<file path="config.mk">
export PLATFORM = sky130hd
export DESIGN_NAME = uart_tx_arbiter
export DESIGN_NICKNAME = d
export VERILOG_FILES = /design/src/rtl/uart_tx_arbiter.sv
export SDC_FILE = /design/constraint.sdc
export NUM_CORES = 1
export LEC_CHECK = 0
export ABC_CLOCK_PERIOD_IN_PS = 2170
export BUFFER_PORTS_ARGS = -buffer_cell sky130_fd_sc_hd__buf_2
export CAP_MARGIN = 20
export CELL_PAD_IN_SITES_DETAIL_PLACEMENT = 0
export CELL_PAD_IN_SITES_GLOBAL_PLACEMENT = 2
export CORE_ASPECT_RATIO = 0.5
export CORE_MARGIN = 2
export CORE_UTILIZATION = 33
export DETAILED_ROUTE_END_ITERATION = 7
export PLACE_DENSITY_LB_ADDON = 0.1
export SLEW_MARGIN = 20
export SYNTH_ARGS = -nofsm -noshare
export SYNTH_HDL_FRONTEND = slang
export SYNTH_SLANG_ARGS = --single-unit
</file>
<file path="constraint.sdc">
create_clock -name clk -period 2.17 [get_ports clk]
set_clock_uncertainty 0.1 [all_clocks]
set_input_delay 0.1085 -clock clk [delete_from_list [all_inputs] [get_ports clk]]
set_output_delay 0.1085 -clock clk [all_outputs]
set_load 0.005 [all_outputs]
</file>
<file path="src/rtl/uart_tx_arbiter.sv">
// rtl/uart_tx_arbiter.sv - round-robin per-byte arbiter sharing one buart transmitter
// Optional per-requester lock keeps the grant across a packet; an idle lock is force-released.
module uart_tx_arbiter #(
  parameter int NREQ         = 2,
  parameter int IDLE_TIMEOUT = 65535
) (
  input  logic              clk,
  input  logic              resetq,
  input  logic [NREQ-1:0]   req_valid,
  input  logic [8*NREQ-1:0] req_data,
  input  logic [NREQ-1:0]   req_lock,
  output logic [NREQ-1:0]   req_ready,
  output logic [NREQ-1:0]   grant,
  output logic              uart_wr,
  output logic [7:0]        uart_tx_data,
  input  logic              uart_busy,
  output logic              timeout
);

  localparam int IW = (NREQ > 1) ? $clog2(NREQ) : 1;
  localparam int CW = $clog2(IDLE_TIMEOUT + 1);

  typedef enum logic [2:0] {
    S_IDLE,
    S_SEND,
    S_WAITB,
    S_DRAIN,
    S_HOLD
  } state_t;

  state_t          state_q, state_d;
  logic [IW-1:0]   owner_q, owner_d;
  logic [IW-1:0]   rr_ptr_q, rr_ptr_d;
  logic [7:0]      data_q, data_d;
  logic [CW-1:0]   cnt_q, cnt_d;
  logic [NREQ-1:0] grant_q, grant_d;

  logic            pick_found;
  logic [IW-1:0]   pick_idx;
  int              cand;
  logic            owner_valid;
  logic            owner_lock;
  logic [7:0]      owner_byte;
  logic [IW-1:0]   next_ptr;

  // First valid requester searching from rr_ptr upward, wrapping at NREQ.
  always_comb begin
    pick_found = 1'b0;
    pick_idx   = '0;
    cand       = 0;
    for (int k = 0; k < NREQ; k++) begin
      cand = int'(rr_ptr_q) + k;
      if (cand >= NREQ) cand = cand - NREQ;
      if (!pick_found && req_valid[cand]) begin
        pick_found = 1'b1;
        pick_idx   = IW'(cand);
      end
    end
  end

  assign owner_valid = req_valid[owner_q];
  assign owner_lock  = req_lock[owner_q];
  assign owner_byte  = req_data[{owner_q, 3'b000} +: 8];
  assign next_ptr    = (owner_q == IW'(NREQ - 1)) ? '0 : owner_q + 1'b1;

  always_ff @(posedge clk) begin
    if (!resetq) begin
      state_q  <= S_IDLE;
      owner_q  <= '0;
      rr_ptr_q <= '0;
      data_q   <= '0;
      cnt_q    <= '0;
      grant_q  <= '0;
    end else begin
      state_q  <= state_d;
      owner_q  <= owner_d;
      rr_ptr_q <= rr_ptr_d;
      data_q   <= data_d;
      cnt_q    <= cnt_d;
      grant_q  <= grant_d;
    end
  end

  always_comb begin
    state_d   = state_q;
    owner_d   = owner_q;
    rr_ptr_d  = rr_ptr_q;
    data_d    = data_q;
    cnt_d     = cnt_q;
    grant_d   = grant_q;
    uart_wr   = 1'b0;
    req_ready = '0;
    timeout   = 1'b0;
    case (state_q)
      S_IDLE: begin
        if (!uart_busy && pick_found) begin
          owner_d = pick_idx;
          data_d  = req_data[{pick_idx, 3'b000} +: 8];
          grant_d = NREQ'(1) << pick_idx;
          state_d = S_SEND;
        end
      end
      S_SEND: begin
        uart_wr   = 1'b1;
        req_ready = grant_q;
        state_d   = S_WAITB;
      end
      S_WAITB: begin
        if (uart_busy) state_d = S_DRAIN;
      end
      S_DRAIN: begin
        if (!uart_busy) begin
          if (owner_lock && owner_valid) begin
            data_d  = owner_byte;
            state_d = S_SEND;
          end else if (owner_lock) begin
            cnt_d   = '0;
            state_d = S_HOLD;
          end else begin
            grant_d  = '0;
            rr_ptr_d = next_ptr;
            state_d  = S_IDLE;
          end
        end
      end
      S_HOLD: begin
        if (owner_valid) begin
          data_d  = owner_byte;
          state_d = S_SEND;
        end else if (!owner_lock) begin
          grant_d  = '0;
          rr_ptr_d = next_ptr;
          state_d  = S_IDLE;
        end else if (cnt_q == CW'(IDLE_TIMEOUT - 1)) begin
          // This cycle's increment would reach the limit: release now.
          timeout  = 1'b1;
          grant_d  = '0;
          rr_ptr_d = next_ptr;
          state_d  = S_IDLE;
        end else begin
          cnt_d = cnt_q + 1'b1;
        end
      end
      default: state_d = S_IDLE;
    endcase
  end

  assign grant        = grant_q;
  assign uart_tx_data = data_q;

endmodule
</file>
==> impl_metrics.toml <==
[setup_path]
crit_arrival_ns = 1.89
r2r_slack_ns = 0.15
r2r-start = "state_q[1]"
critPathMaxFanout = 5
critical_path_class = "register to output port"
end_kind = "output port"
regToRegEndpoint = "uart_tx_data[5]"
worstSetupStartpointType = "register"
ff2ff_path_depth = 5
worstPathRequired_ns = 1.96

[grt]
antenna_found_initial = 0
overflow = 0
grt_max_degree = 15
grt.total_usage_pct = 18.63
first_global_vias = 1930
grt_pass1_wl_um = 9887

[synth]
syn_area_per_cell_um2 = 8.600
synth_fp_nets = 270
ys.warnings.count = 0
synth_top_area_share_pct = 29.45
syn_area_um2 = 2107
synth_flop_cell = "dfxtp_1"
synth_edf_count = 0
yosysTopAreaCell = "dfxtp_1"
ys_seq_area_share_pct = 29.45
synthArstFlopShare_pct = 0
synthTopCellsByCount = "31 x dfxtp_1, 24 x nand3_1, 17 x nand2_1, 15 x inv_1"
synth_area_leaders = "dfxtp_1 29%, nand3_1 5.7%, o211ai_1 3.9%, nand4_1 3.3%, nand2_1 3.0%"
synth.most_common_cell = "dfxtp_1"
ys_types = 62
ys_seq_elements = 31
synthCells = 245

[run_status]
status = "completed"

[layout]
layout-drive-gt1-share_pct = 30.82
fill_cells = 620
area_growth_pct = 24.64
antenna_cells = 0
nNetsFinal = 316
layout.cells.non_filler = 380

[clocking]
clock-root-buffer = "clkbuf_16"
h-tree-depth = 2
cts.clk_slew.worst_paths_ns = 0.05
clk_latency_ns = 0.28
cts_made_buffers = 5
clockBufferDepth = 2
cts_tree = "built"
clkSinkCount = 31

[routing]
drtPass1Iterations = 4
vias_per_cell = 5.558
vias = 2112
antenna_left = 0
initialDrtViolationCount = 131
wl_um = 6211
wl_per_cell_um = 16.34
drc = 0

[min_path]
hold_end = "uart_tx_data[7]"
hold_depth = 3
hold_path.class = "input port to register"
min_from = "req_data[7]"

[pwr]
max-vdd-ir-drop_v = 0.0002147
seq_power_share_pct = 39.3
p_leak_nw = 0.9445
pwr-share-comb_pct = 12.0
clockPowerShare_pct = 48.7
switching_share_pct = 25.29
p_int_w = 0.001164
power.density_nw_per_um2 = 593.3
p_sw_w = 0.0003940

[place]
dp_hpwl_um = 4484
place.gp.congestion = 0.7685
io_buffers = 36
dpl.cell_count = 371

[timing]
max-slew-margin-rel_pct = 64.76
grt_setup_unrepaired = "no"
finalHoldViolations = 0
setup_viol = 0
max_freq_mhz = 477.4
worst_pin_slew_ns = 0.5286
fin_setup_tns_ns = 0
slew_violations = 0
fin_crit_ns = 2.095
min_period_over_period_pct = 96.54

[die]
ios = 37
floorplan.die_area_um2 = 7079
die_y_um = 60.50
num_rows = 20
dieWidth_um = 117.0
core_um2 = 6131
start_util_pct = 34.37

[job]
max-cap-violations = 0
==> worst max-delay path by stage <==
stage,start,to,slack [ns],cells past startpoint
finish,cnt_q[11],timeout,0.08,4
global route,owner_q,timeout,0.008,4
CTS,cnt_q[11],timeout,0.05,4
detailed placement,state_q[2],cnt_q[5],0.14,4
global placement,cnt_q[0],grant[1],0.17,6
floorplan,state_q[1],uart_tx_data[0],0.43,6
==> layout make-up <==
class	count	area (um2)	area share [%]
multi-input cells	183	1356	51.64
flip-flops and latches	31	620.6	23.63
repair buffers	55	322.8	12.29
clock buffers	7	152.6	5.812
well taps	88	110.1	4.192
inverters	15	56.30	2.144
clock inverters	1	7.507	0.2859
==> sequential cells by signal (all words and copies together), names as in the netlist <==
| name | count |
|---|---|
| owner_q | 1 |
| grant | 2 |
| rr_ptr_q | 1 |
| cnt_q | 16 |
| uart_tx_data | 8 |
| state_q | 3 |
==> placed cells by master (no fill, tap or decap), drive strengths merged, types with 2 or more instances in the layout <==
cell type	n
buf	55
dfxtp	31
nand3	27
nand2	18
inv	15
o21ai	13
nand4	12
o211ai	12
nor3	11
nor2	9
a311oi	8
or4	7
clkbuf	7
nor4	6
nand4b	5
mux2i	5
o2111ai	4
a31oi	4
or3	4
and2	3
nor3b	3
and4bb	2
o31ai	2
and3	2
nand2b	2
o32a	2
a211o	2
ha	2
and3b	2
o22ai	2
==> power groups by stage <==
stage	Sequential, W	Clock [W]	Combinational (W)
6_report	0.000613	0.000758	0.000187
3_3_place_gp	0.000623	0	0.000187
5_1_grt	0.000617	0.000810	0.000207
4_1_cts	0.000613	0.000778	0.000187
2_1_floorplan	0.000617	0	0.000124
3_5_place_dp	0.000624	0	0.000187
==> worst max-delay path, stage by stage, from the launching register on <==
cell     delay, ns
dfxtp_1       0.45
nand4_4       0.18
or3_2         0.51
nor4_2        0.28
buf_2         0.18
==> stage by stage <==
step | cell area [um2] | hold slack (ns) | utilization (%) | total power (W) | setup WS (ns)
after floorplan | 2107 | 0.1844 | - | 0.0007408 | 0.4290
after global placement | 2437 | 0.2978 | 39.76 | 0.0008101 | 0.1719
after detailed placement | 2437 | 0.3078 | 39.76 | 0.0008109 | 0.1351
after CTS | 2610 | 0.005231 | 42.57 | 0.001578 | 0.04925
after global routing | 2626 | 0.02714 | 42.84 | 0.001633 | 0.007926
final | 2626 | 0.01338 | 42.84 | 0.001558 | 0.07511
==> logic make-up (layout without fill, tap and decap cells) <==
| kind of cell | count (synthesis) | in the layout | share of synthesized area, % |
|---|---|---|---|
| flip-flops | 31 | 31 | 29.45 |
| multiplexers | 6 | 6 | 3.504 |
| buffers and inverters | 31 | 78 | 7.185 |
| AND/OR/NAND/NOR | 119 | 119 | 35.87 |
| adder cells (fa/ha/maj) | 2 | 2 | 1.187 |
| AO/OA/AOI/OAI | 56 | 56 | 22.80 |
==> per-layer routing <==
layer  vias up  global-route usage, %  routed length [um]
met3         9                  5.295                 405
met4         0                  7.563                  91
met2        66                  28.65                2518
met1       991                  25.03                3196
li1       1046                      -                   -
met5         -                      0                   0
==> repair_timing <==
item	4_1_cts	5_1_grt
endpoints found under the setup margin	1	1
endpoints found under the hold margin	0	0
buffers inserted	0	1
hold buffers	0	0
resized for setup	2	1
pin swaps	0	0
(Power assumes the default switching activity.)
